===== config.mk =====
export PLATFORM = sky130hd
export DESIGN_NAME = cache_ctrl
export DESIGN_NICKNAME = d
export VERILOG_FILES = /design/src/rtl/cache_pkg.sv /design/src/rtl/sat_counter.sv /design/src/rtl/cache_ctrl.sv
export SDC_FILE = /design/constraint.sdc
export NUM_CORES = 1
export LEC_CHECK = 0
export CORE_MARGIN = 3
export CORE_UTILIZATION = 44
export CTS_CLUSTER_DIAMETER = 60
export DETAILED_ROUTE_END_ITERATION = 8
export PLACE_DENSITY_LB_ADDON = 0.25
export SLEW_MARGIN = 40
export SYNTH_ARGS = -nofsm -noshare
export SYNTH_HDL_FRONTEND = slang
export SYNTH_SLANG_ARGS = --single-unit
export TNS_END_PERCENT = 1

===== constraint.sdc =====
create_clock -name clk -period 11.2 [get_ports clk]
set_input_delay 2.8 -clock clk [delete_from_list [all_inputs] [get_ports clk]]
set_output_delay 2.8 -clock clk [all_outputs]
set_load 0.05 [all_outputs]

===== src/rtl/cache_pkg.sv =====
// Shared definitions for the cache controller and the cache block:
// controller state encoding and default width constants.
package cache_pkg;

  localparam int DATA_W_DEF  = 32;
  localparam int TAG_W_DEF   = 8;
  localparam int INDEX_W_DEF = 6;
  localparam int CNT_W_DEF   = 16;

  typedef enum logic [2:0] {
    IDLE      = 3'd0,
    RD_LOOKUP = 3'd1,
    RD_CHECK  = 3'd2,
    MEM_RD    = 3'd3,
    FILL      = 3'd4,
    WR_CACHE  = 3'd5,
    WR_MEM    = 3'd6,
    DONE      = 3'd7
  } cache_state_e;

endpackage


===== src/rtl/sat_counter.sv =====
// Width-parameterised event counter that sticks at all-ones instead of wrapping.
module sat_counter #(
  parameter int W = 16
) (
  input  logic         clk,
  input  logic         reset,
  input  logic         inc,
  output logic [W-1:0] count
);

  logic [W-1:0] count_r;

  // Saturating increment register
  always_ff @(posedge clk or posedge reset) begin
    if (reset) begin
      count_r <= {W{1'b0}};
    end else if (inc && (count_r != {W{1'b1}})) begin
      count_r <= count_r + W'(1'b1);
    end else begin
      count_r <= count_r;
    end
  end

  assign count = count_r;

endmodule


===== src/rtl/cache_ctrl.sv =====
// Write-through, no-allocate cache controller sitting between a CPU port,
// a registered cache array and a word-addressed memory.
module cache_ctrl
  import cache_pkg::*;
#(
  parameter int DATALENGTH  = DATA_W_DEF,
  parameter int TAGLENGTH   = TAG_W_DEF,
  parameter int INDEXLENGTH = INDEX_W_DEF,
  parameter int CNTW        = CNT_W_DEF
) (
  input  logic                             clk,
  input  logic                             reset,
  input  logic                             cpu_req,
  input  logic                             cpu_we,
  input  logic [TAGLENGTH+INDEXLENGTH-1:0] cpu_addr,
  input  logic [DATALENGTH-1:0]            cpu_wdata,
  output logic                             cpu_done,
  output logic [DATALENGTH-1:0]            cpu_rdata,
  output logic                             cpu_busy,
  output logic [TAGLENGTH-1:0]             c_tag,
  output logic [INDEXLENGTH-1:0]           c_index,
  output logic                             c_re,
  output logic                             c_we,
  output logic                             c_loade,
  output logic [DATALENGTH-1:0]            c_datain,
  input  logic                             c_hit,
  input  logic [DATALENGTH-1:0]            c_dataout,
  output logic                             mem_req,
  output logic                             mem_we,
  output logic [TAGLENGTH+INDEXLENGTH-1:0] mem_addr,
  output logic [DATALENGTH-1:0]            mem_wdata,
  input  logic                             mem_ack,
  input  logic [DATALENGTH-1:0]            mem_rdata,
  output logic [CNTW-1:0]                  hit_cnt,
  output logic [CNTW-1:0]                  miss_cnt
);

  localparam int AW = TAGLENGTH + INDEXLENGTH;

  cache_state_e state_r, state_s;
  logic [AW-1:0]         addr_r;
  logic [DATALENGTH-1:0] wdata_r;
  logic [DATALENGTH-1:0] rdata_r;
  logic cpu_done_r, cpu_busy_r, c_re_r, c_we_r, c_loade_r, mem_req_r, mem_we_r;
  logic hit_inc_s, miss_inc_s;

  // State register
  always_ff @(posedge clk or posedge reset) begin
    if (reset) begin
      state_r <= IDLE;
    end else begin
      state_r <= state_s;
    end
  end

  // Next-state decode; mem_ack only matters in the two memory states
  always_comb begin
    state_s = state_r;
    case (state_r)
      IDLE:      if (cpu_req) state_s = cpu_we ? WR_CACHE : RD_LOOKUP;
                 else         state_s = IDLE;
      RD_LOOKUP: state_s = RD_CHECK;
      RD_CHECK:  state_s = c_hit ? DONE : MEM_RD;
      MEM_RD:    if (mem_ack) state_s = FILL;
                 else         state_s = MEM_RD;
      FILL:      state_s = DONE;
      WR_CACHE:  state_s = WR_MEM;
      WR_MEM:    if (mem_ack) state_s = DONE;
                 else         state_s = WR_MEM;
      DONE:      state_s = IDLE;
      default:   state_s = IDLE;
    endcase
  end

  assign hit_inc_s  = (state_r == RD_CHECK) &&  c_hit;
  assign miss_inc_s = (state_r == RD_CHECK) && !c_hit;

  // Strobes are registered from the next state so each lines up with its state
  always_ff @(posedge clk or posedge reset) begin
    if (reset) begin
      cpu_done_r <= 1'b0;
      cpu_busy_r <= 1'b0;
      c_re_r     <= 1'b0;
      c_we_r     <= 1'b0;
      c_loade_r  <= 1'b0;
      mem_req_r  <= 1'b0;
      mem_we_r   <= 1'b0;
    end else begin
      cpu_done_r <= (state_s == DONE);
      cpu_busy_r <= (state_s != IDLE);
      c_re_r     <= (state_s == RD_LOOKUP);
      c_we_r     <= (state_s == WR_CACHE);
      c_loade_r  <= (state_s == FILL);
      mem_req_r  <= (state_s == MEM_RD) || (state_s == WR_MEM);
      mem_we_r   <= (state_s == WR_MEM);
    end
  end

  // Request capture and read-data return path
  always_ff @(posedge clk or posedge reset) begin
    if (reset) begin
      addr_r  <= {AW{1'b0}};
      wdata_r <= {DATALENGTH{1'b0}};
      rdata_r <= {DATALENGTH{1'b0}};
    end else begin
      if ((state_r == IDLE) && cpu_req) begin
        addr_r  <= cpu_addr;
        wdata_r <= cpu_wdata;
      end
      if (hit_inc_s) begin
        rdata_r <= c_dataout;
      end else if ((state_r == MEM_RD) && mem_ack) begin
        rdata_r <= mem_rdata;
      end
    end
  end

  sat_counter #(.W(CNTW)) u_hit_cnt (
    .clk   (clk),
    .reset (reset),
    .inc   (hit_inc_s),
    .count (hit_cnt)
  );

  sat_counter #(.W(CNTW)) u_miss_cnt (
    .clk   (clk),
    .reset (reset),
    .inc   (miss_inc_s),
    .count (miss_cnt)
  );

  // The fill word is the memory word already returned to the CPU
  assign c_datain  = (state_r == FILL) ? rdata_r : wdata_r;
  assign c_tag     = addr_r[AW-1 -: TAGLENGTH];
  assign c_index   = addr_r[INDEXLENGTH-1:0];
  assign mem_addr  = addr_r;
  assign mem_wdata = wdata_r;
  assign cpu_rdata = rdata_r;
  assign cpu_done  = cpu_done_r;
  assign cpu_busy  = cpu_busy_r;
  assign c_re      = c_re_r;
  assign c_we      = c_we_r;
  assign c_loade   = c_loade_r;
  assign mem_req   = mem_req_r;
  assign mem_we    = mem_we_r;

endmodule

==> implementation parameters <==
Parameter                              Value

Timing
  Highest Clock Rate    ~160 MHz
  Worst clock skew    around 0.0085 ns
  Summed negative setup slack over all endpoints    0 ns
  Final-report setup violation count    0
  Max-slew violation total from the final report    0
  Min Tclk post-route    6.140 ns
  Final period util    54.82%
  Final hold vios    0
  Worst-case headroom to the max-slew limit    a little over half
  RSZ-0062 raised after global routing    false
  Actual slew at the worst max-slew pin    roughly 0.7 ns

Critical path
  Internal reg-to-reg setup slack    around 9.0 ns
  Required time worst endpoint    about 8.4 ns
  Critical setup path kind    flop to output pin
  Highest fanout seen on the critical path    22
  Launching element type of the critical path    flop
  Crit. End Element    output pin
  Arrival time at the worst endpoint    ~3.3 ns
  R2R depth    5

Final layout
  Most common cell after layout, fill and taps aside    sky130_fd_sc_hd__clkdlybuf4s50_1
  Share of the core filled with cells    around three quarters
  Fraction of layout cells with a size suffix above 1    16.73%
  ANT cells    0
  Commonest cells after routing, fill and taps aside    sky130_fd_sc_hd__clkdlybuf4s50_1, sky130_fd_sc_hd__dfrtp_1, sky130_fd_sc_hd__mux2_2
  Number of nets at the end of the flow    859
  Filler cells    ~860
  Post-synthesis to final-layout area growth    60.46%
  Total area of multi-input combinational cells    2487 um2
  Register Area    3003 um2

Placement
  Routability congestion estimate from global placement    about 0.89
  Sum of net half-perimeters after detailed placement    about 13000 um
  Count of buffers inserted at the top-level ports    approximately 280

Power
  Static leakage power    4.001 nW
  IR Drop Worst-Case VDD    322.3 uV
  Power per Cell Area    ~350 nW/um2

Clock network
  TritonCTS clock tree    done
  Worst-Skew Late Latency    roughly 0.41 ns
  Number of buffers added by the clock tree synthesis step    17
  # clock sinks    120
  CTS root buf    sky130_fd_sc_hd__clkbuf_16
  Post-CTS sizing    0
  H-tree depth    4
  Number of buffers inserted to repair setup after CTS    0
  Clock-pin slew on the worst setup and hold paths    around 0.050 ns
  # hold bufs at CTS    0
  Max clock buf depth    2

GRT
  Overflow left after global routing    0
  Via count of the first global-routing pass    roughly 5000
  Largest net degree at the start of global routing    66
  Antenna violations before repair    0
  Global Route Usage Sum    between 20% and 30%
  First-pass GRT wire length    26770 um

Synth
  Post-synthesis cell type with the largest combined area    sky130_fd_sc_hd__dfrtp_1
  Post-synth top flop    sky130_fd_sc_hd__dfrtp_1
  Syn avg cell area    between 10 and 15 um2
  Number of different library cells in the post-synthesis netlist    43
  Syn nets    approximately 590
  Summed instance area of the synthesized netlist    around 5700 um2
  EDFF count, synth    0
  Register area share after synthesis    between 50% and 60%
  Gate count of the mapped netlist    474
  Area share of the leading cell type in the synthesized netlist    approximately 53%
  FF+latch count, synth    120
  Top cells by area, synth    sky130_fd_sc_hd__dfrtp_1, sky130_fd_sc_hd__mux2_2, sky130_fd_sc_hd__mux2i_1, sky130_fd_sc_hd__o21ai_0, sky130_fd_sc_hd__nand2_1
  Fraction of registers with async set/reset    100.0%
  Warning count from the yosys run    0

Drt
  Drc violations    0
  Number of iterations in the first detailed-routing pass    7
  Via density per instance    approximately 5.3
  Count of routing violations after the opening detailed-route iteration    roughly 360
  Final ANT Viol Nets    0
  Routed WL    about 17000 um
  Vias    between 4000 and 5000
  Per-cell routed wire length    about 19 um

Job
  Max-cap viol count    0

Die
  Chip width    around 120 um
  Num rows    40
  Area enclosed by the die boundary    between 10000 and 15000 um2
  Initial standard-cell utilization of the core    around 46%
  Die height    between 100 and 150 um
  Count of boundary I/O pins    279
  Area of the core    12360 um2

Hold path
  Worst min-delay path category    flop to flop
  Hold-critical path depth    1

Status
  Outcome    complete, no violations
## sequential cells by signal (all words and copies together), names as in the netlist, 3 cells and up
signal            flops
u_miss_cnt.count     16
cpu_rdata            32
u_hit_cnt.count      16
state_r               3
mem_wdata            32
mem_addr             14
## metal layers
metal	GRT usage [%]	share of wire, %	vias up
met2	42.27	53	201
li1	-	-	2224
met3	8.388	7.5	33
met4	9.306	2.2	0
met1	26.29	38	2378
met5	0	0	-
## Yosys cell counts (2+ instances only)
cell and n:
sky130_fd_sc_hd__nand4_1 13, sky130_fd_sc_hd__and4_1 6, sky130_fd_sc_hd__mux2_2 81, sky130_fd_sc_hd__inv_1 4
sky130_fd_sc_hd__a31oi_1 4, sky130_fd_sc_hd__clkbuf_1 8, sky130_fd_sc_hd__nor2_1 10, sky130_fd_sc_hd__and2_1 5
sky130_fd_sc_hd__xor2_1 14, sky130_fd_sc_hd__nor3_1 5, sky130_fd_sc_hd__and3_1 10, sky130_fd_sc_hd__buf_2 11
sky130_fd_sc_hd__nand2_1 44, sky130_fd_sc_hd__dfrtp_1 120, sky130_fd_sc_hd__mux2i_1 34, sky130_fd_sc_hd__ha_1 2
sky130_fd_sc_hd__nand2b_1 3, sky130_fd_sc_hd__o21ai_0 35, sky130_fd_sc_hd__xnor2_1 12, sky130_fd_sc_hd__buf_4 18
sky130_fd_sc_hd__nand3_1 8, sky130_fd_sc_hd__nor4_1 2, sky130_fd_sc_hd__nor2b_1 5
## through the flow
stage	cells	total power, mW	cell area, um2	setup slack [ns]	hold WS [ns]
after global placement	889	2.616	8546	5.591	0.4821
after global routing	921	3.307	9155	4.913	0.5153
after CTS	920	3.206	9144	5.033	0.4925
after detailed placement	889	2.645	8546	5.476	0.4806
final	921	3.185	9155	5.060	0.4911
after floorplan	474	2.018	5705	5.214	0.6619
## power by group
| group | switching (mW) | total (mW) | internal (mW) |
|---|---|---|---|
| sequential | 0.175 | 0.774 | 0.599 |
| clock | 0.184 | 0.549 | 0.365 |
| combinational | 1.19 | 1.86 | 0.668 |
## kinds of logic (layout without fill, tap and decap cells)
| group | Yosys count | in the layout | share of synthesized area (%) |
|---|---|---|---|
| AO/OA/AOI/OAI | 47 | 47 | 4.561 |
| XOR/XNOR | 26 | 26 | 3.991 |
| AND/OR/NAND/NOR | 123 | 123 | 12.30 |
| buffers and inverters | 41 | 320 | 4.123 |
| multiplexers | 115 | 115 | 21.95 |
| flip-flops | 120 | 120 | 52.63 |
| adder cells (fa/ha/maj) | 2 | 2 | 0.4385 |
## critical path, cell delays in order, from the launching register on
cell	delay, ns
sky130_fd_sc_hd__dfrtp_1	0.70
sky130_fd_sc_hd__nor3b_4	0.70
sky130_fd_sc_hd__buf_4	0.43
sky130_fd_sc_hd__mux2_2	0.38
sky130_fd_sc_hd__clkdlybuf4s50_1	0.71
## cell type report
cell class | instances | share of cell area (%)
clock buffers | 23 | 5.221
clock inverters | 8 | 1.312
inverters | 4 | 0.1913
multi-input cells | 313 | 27.17
flip-flops and latches | 120 | 32.80
well taps | 168 | 2.296
repair buffers | 285 | 31.01
## worst paths after layout
kind	start	endpoint
worst min-delay path	u_hit_cnt.count[14]	u_hit_cnt.count[14]
worst max register to register	state_r[1]	cpu_rdata[17]
worst max-delay path	state_r[2]	c_datain[20]
min in group asynchronous	reset	cpu_rdata[31]
max in group asynchronous	reset	mem_wdata[24]
worst min register to register	u_hit_cnt.count[14]	u_hit_cnt.count[14]
(Power assumes the default switching activity.)
==> RTL edit 1: new RTL, same flow settings <==
Set the package constant `TAG_W_DEF` to 12 (it was 8).
--- a/src/rtl/cache_pkg.sv
+++ b/src/rtl/cache_pkg.sv
@@ -4,5 +4,5 @@
 
   localparam int DATA_W_DEF  = 32;
-  localparam int TAG_W_DEF   = 8;
+  localparam int TAG_W_DEF   = 12;
   localparam int INDEX_W_DEF = 6;
   localparam int CNT_W_DEF   = 16;
Interface: changed (resized c_tag, cpu_addr and mem_addr); port bits go from 279 to 291. The function was not compared with the original's and may differ.
==> RTL edit 1 against the unedited design <==
- count of clock-buffer cells in the layout shrank 2
- global-route usage is 1.1 points higher
- synthesized cell count grew 4.2%
- sequential cell count is 4 higher
- cell count rose by 3.4%
- total power up 3.7%
- setup slack worse by 110 ps
- clock power is 4.2% lower
- combinational power grew 6%
- register-to-register slack got worse by 220 ps
- synthesized area is 3.2% higher
- cell area grew 3.0%
- routed wire length increased by 7.0%
==> RTL edit 1: results (changes against the unedited design) <==
| Metric | Value |
|---|---|
| Run status | `completed (unchanged)` |
| Initial detailed-routing violation count | `266 (was 355)` |
| First-pass GRT wire length | `28200 um (was 26800 um)` |
| Number of global-route vias before repair | `5232 (was 5026)` |
| Worst Hold Launch | `u_hit_cnt.count[6] (was u_hit_cnt.count[14])` |
| Clock buffer count | `21 (was 23)` |
| Top cells by area, synth | `dfrtp_1, mux2_2, mux2i_1 (unchanged)` |
| FF+latch count, synth | `124 (was 120)` |
| Synth top cells by count | `dfrtp_1, mux2_2, nand2_1 (unchanged)` |
| DP Wirelength | `13600 um (was 12700 um)` |
| Non-clk invs | `7 (was 4)` |
| Input/output buffers | `290 (was 278)` |
| Multi-input gate area | `2550 sq um (was 2490 sq um)` |
| CP arrival | `3450 ps (was 3340 ps)` |
| Buffering overhead | `0.314 (was 0.310)` |
| Worst vdd ir | `0.192 mV (was 0.322 mV)` |
| Slowest library cell on the worst path | `nor3b_4 (was clkdlybuf4s50_1)` |
| Clock network area share | `0.0600 (was 0.0653)` |
| Global Route Usage Sum | `0.250 (was 0.239)` |
| WHS | `508 ps (was 491 ps)` |
| Min-Delay Endpoint | `u_hit_cnt.count[6] (was u_hit_cnt.count[14])` |
| Synthesized net count | `616 (was 592)` |
| Register area | `3100 sq um (was 3000 sq um)` |
| Crit-path max FO | `19 (was 22)` |
| Pre-antenna DRT Iters | `4 (was 7)` |
| Worst r2r dst | `u_hit_cnt.count[4] (was cpu_rdata[17])` |
| Worst Tran Pin Value | `806 ps (was 693 ps)` |
| Sequential cell area share | `0.329 (was 0.328)` |
| Full die area | `14800 sq um (was 14400 sq um)` |
| Net Switching | `1.64 mW (was 1.55 mW)` |
| Leakage power | `4.09 nW (was 4.00 nW)` |
| Final #Nets | `891 (was 859)` |
| Post-synthesis mux area share | `0.229 (was 0.220)` |
| Comb_multi_in | `322 (was 313)` |
| Compound-cell area share of the yosys netlist | `0.0459 (was 0.0456)` |
| Post-synthesis area per instance | `11.9 sq um (was 12.0 sq um)` |
| RR Startpoint | `state_r[0] (was state_r[1])` |
| Area after DPL | `8860 sq um (was 8550 sq um)` |
| Filler cell count | `878 (was 859)` |
| Reg2reg setup slack | `8780 ps (was 9000 ps)` |
| Drt wl/cell | `19.2 um (was 18.5 um)` |
| Post-Place Setup Slack | `5350 ps (was 5480 ps)` |
| Routability Congestion | `0.846 (was 0.889)` |
-- RTL edit 1: how the worst max path moves through the flow --
stage / slack, ps / from / end
CTS: 4930 / state_r[2] / c_datain[17]
global placement: 5490 / state_r[2] / c_datain[10]
finish: 4950 / state_r[2] / c_datain[17]
global route: 4760 / state_r[2] / c_datain[17]
floorplan: 5100 / reset / c_loade
detailed placement: 5350 / state_r[2] / c_datain[17]
-- RTL edit 1: power by group through the flow --
| stage | Clock [mW] | Sequential, mW | Combinational (mW) |
|---|---|---|---|
| global route | 0.556 | 0.828 | 2.05 |
| finish | 0.526 | 0.802 | 1.98 |
| floorplan | 0 | 1.32 | 0.801 |
| CTS | 0.535 | 0.801 | 1.99 |
| global placement | 0 | 0.796 | 1.95 |
| detailed placement | 0 | 0.807 | 1.98 |
-- RTL edit 1: per-layer routing --
metal	up-vias	wire length, um	GRT usage
li1	2292	-	-
met1	2367	6940	0.284
met2	195	9610	0.441
met3	27	1340	0.0826
met4	0	391	0.0875
met5	-	0	0
==> RTL edit 2: new RTL, config.mk and constraints unchanged <==
Without the edit above. Encoding of `cache_state_e`: now one-hot (8 bits for 8 states).
--- a/src/rtl/cache_pkg.sv
+++ b/src/rtl/cache_pkg.sv
@@ -8,13 +8,13 @@
   localparam int CNT_W_DEF   = 16;
 
-  typedef enum logic [2:0] {
-    IDLE      = 3'd0,
-    RD_LOOKUP = 3'd1,
-    RD_CHECK  = 3'd2,
-    MEM_RD    = 3'd3,
-    FILL      = 3'd4,
-    WR_CACHE  = 3'd5,
-    WR_MEM    = 3'd6,
-    DONE      = 3'd7
+  typedef enum logic [7:0] {
+    IDLE      = 8'b00000001,
+    RD_LOOKUP = 8'b00000010,
+    RD_CHECK  = 8'b00000100,
+    MEM_RD    = 8'b00001000,
+    FILL      = 8'b00010000,
+    WR_CACHE  = 8'b00100000,
+    WR_MEM    = 8'b01000000,
+    DONE      = 8'b10000000
   } cache_state_e;
 
Check against the original RTL: same outputs for any inputs over 10 cycles, from zero or initial values and one cycle with reset high; not proved beyond that.
==> RTL edit 2 against the unedited design <==
- cell area rose by 0.78%
- first-iteration DRC count fell by 28%
- sequential cell count up 5
- synthesized area grew 1.9%
- routed wire length is 2.2% higher
- setup slack got worse by 130 ps
- maximum frequency decreased by 2.1%
- cell count increased by 0.54%
- total power shrank 9.9%
- critical endpoint is now c_datain[8]
==> RTL edit 2: results (changes against the unedited design) <==
| Metric | Value |
|---|---|
| Crit-path max FO | `16 (was 22)` |
| Rel. slew slack | `0.542 (was 0.538)` |
| Synth cell types | `41 (was 43)` |
| Layout cell share with drive strength beyond 1 | `0.166 (was 0.167)` |
| Area after DPL | `8660 sq um (was 8550 sq um)` |
| Met3 Use GR | `0.0783 (was 0.0839)` |
| Post-synthesis area per instance | `12.2 sq um (was 12.0 sq um)` |
| Cells after DPL | `894 (was 889)` |
| Run status | `completed (unchanged)` |
| Pre-antenna DRT Iters | `4 (was 7)` |
| Comb_multi_in | `305 (was 313)` |
| Synth top cells by count | `dfrtp_1, mux2_2, nor2_1 (was dfrtp_1, mux2_2, nand2_1)` |
| Filler cell count | `881 (was 859)` |
| Via density | `5.13 (was 5.25)` |
| Worst stage delay on the critical path | `720 ps` |
| First-pass GRT wire length | `27200 um (was 26800 um)` |
| M1 GR Usage | `0.272 (was 0.263)` |
| Post-Synth XOR/XNOR Area | `0.0467 (was 0.0399)` |
| Global Route Usage Sum | `0.242 (was 0.239)` |
| Clock buffer count | `27 (was 23)` |
| Synthesized net count | `594 (was 592)` |
| Routability Congestion | `0.850 (was 0.889)` |
| Leakage power | `4.08 nW (was 4.00 nW)` |
| Skew final | `7.37 ps (was 8.51 ps)` |
| Post-synthesis mux area share | `0.214 (was 0.220)` |
| Post-Place Setup Slack | `5440 ps (was 5480 ps)` |
| DP Wirelength | `12900 um (was 12700 um)` |
| Number of global-route vias before repair | `5216 (was 5026)` |
| Ys Warns | `0 (unchanged)` |
| Drt wl/cell | `18.8 um (was 18.5 um)` |
| Non-filler cells in the finished layout | `926 (was 921)` |
| Sequential cell area share | `0.339 (was 0.328)` |
| Adder-Cell Fraction of Synth Area | `0.00430 (was 0.00439)` |
| Buffering overhead | `0.309 (was 0.310)` |
| DRT met1 WL | `6460 um (was 6410 um)` |
| Top cells by area, synth | `dfrtp_1, mux2_2, mux2i_1 (unchanged)` |
| Die Wd | `121 um (was 120 um)` |
| FF+latch count, synth | `125 (was 120)` |
| Multi-input gate area | `2430 sq um (was 2490 sq um)` |
| CP arrival | `3470 ps (was 3340 ps)` |
| Compound-cell area share of the yosys netlist | `0.0411 (was 0.0456)` |
| Worst vdd ir | `0.248 mV (was 0.322 mV)` |
| Sequential cell area fraction in the yosys report | `0.538 (was 0.526)` |
| Power Density | `311 nW/um^2 (was 348 nW/um^2)` |
| Met3 wire len | `1130 um (was 1280 um)` |
| Largest net degree at the start of global routing | `73 (was 66)` |
| Met2 WL | `9240 um (was 9020 um)` |
-- RTL edit 2: changes by cell type in the layout (fill, tap and decap cells not counted), moves of 4 or more --
cell and change:
o21ai_0 -33, and4_1 -5, xor2_1 -9, clkbuf_8 +5, xnor2_1 +14, mux2_2 -4, nand2_1 -30, nor2_1 +30
a31oi_1 -4, dfrtp_1 +4, a21oi_1 +32
-- RTL edit 2: path summary, 6_finish.rpt --
kind | from | slack, ps | depth (start not counted) | endpoint
setup / recovery | state_r[7] | 4930 | 7 | c_datain[8]
hold / removal | u_hit_cnt.count[11] | 500 | 1 | u_hit_cnt.count[11]
setup reg to reg | state_r[6] | 8700 | 5 | u_hit_cnt.count[11]
hold reg to reg | u_hit_cnt.count[11] | 500 | 1 | u_hit_cnt.count[11]
max in group asynchronous | reset | 7250 | 3 | u_miss_cnt.count[13]
min in group asynchronous | reset | 2860 | 2 | mem_addr[3]
-- RTL edit 2: where the power goes --
part,internal [mW],switching [mW]
combinational,0.580,1.04
sequential,0.597,0.140
clock,0.328,0.183
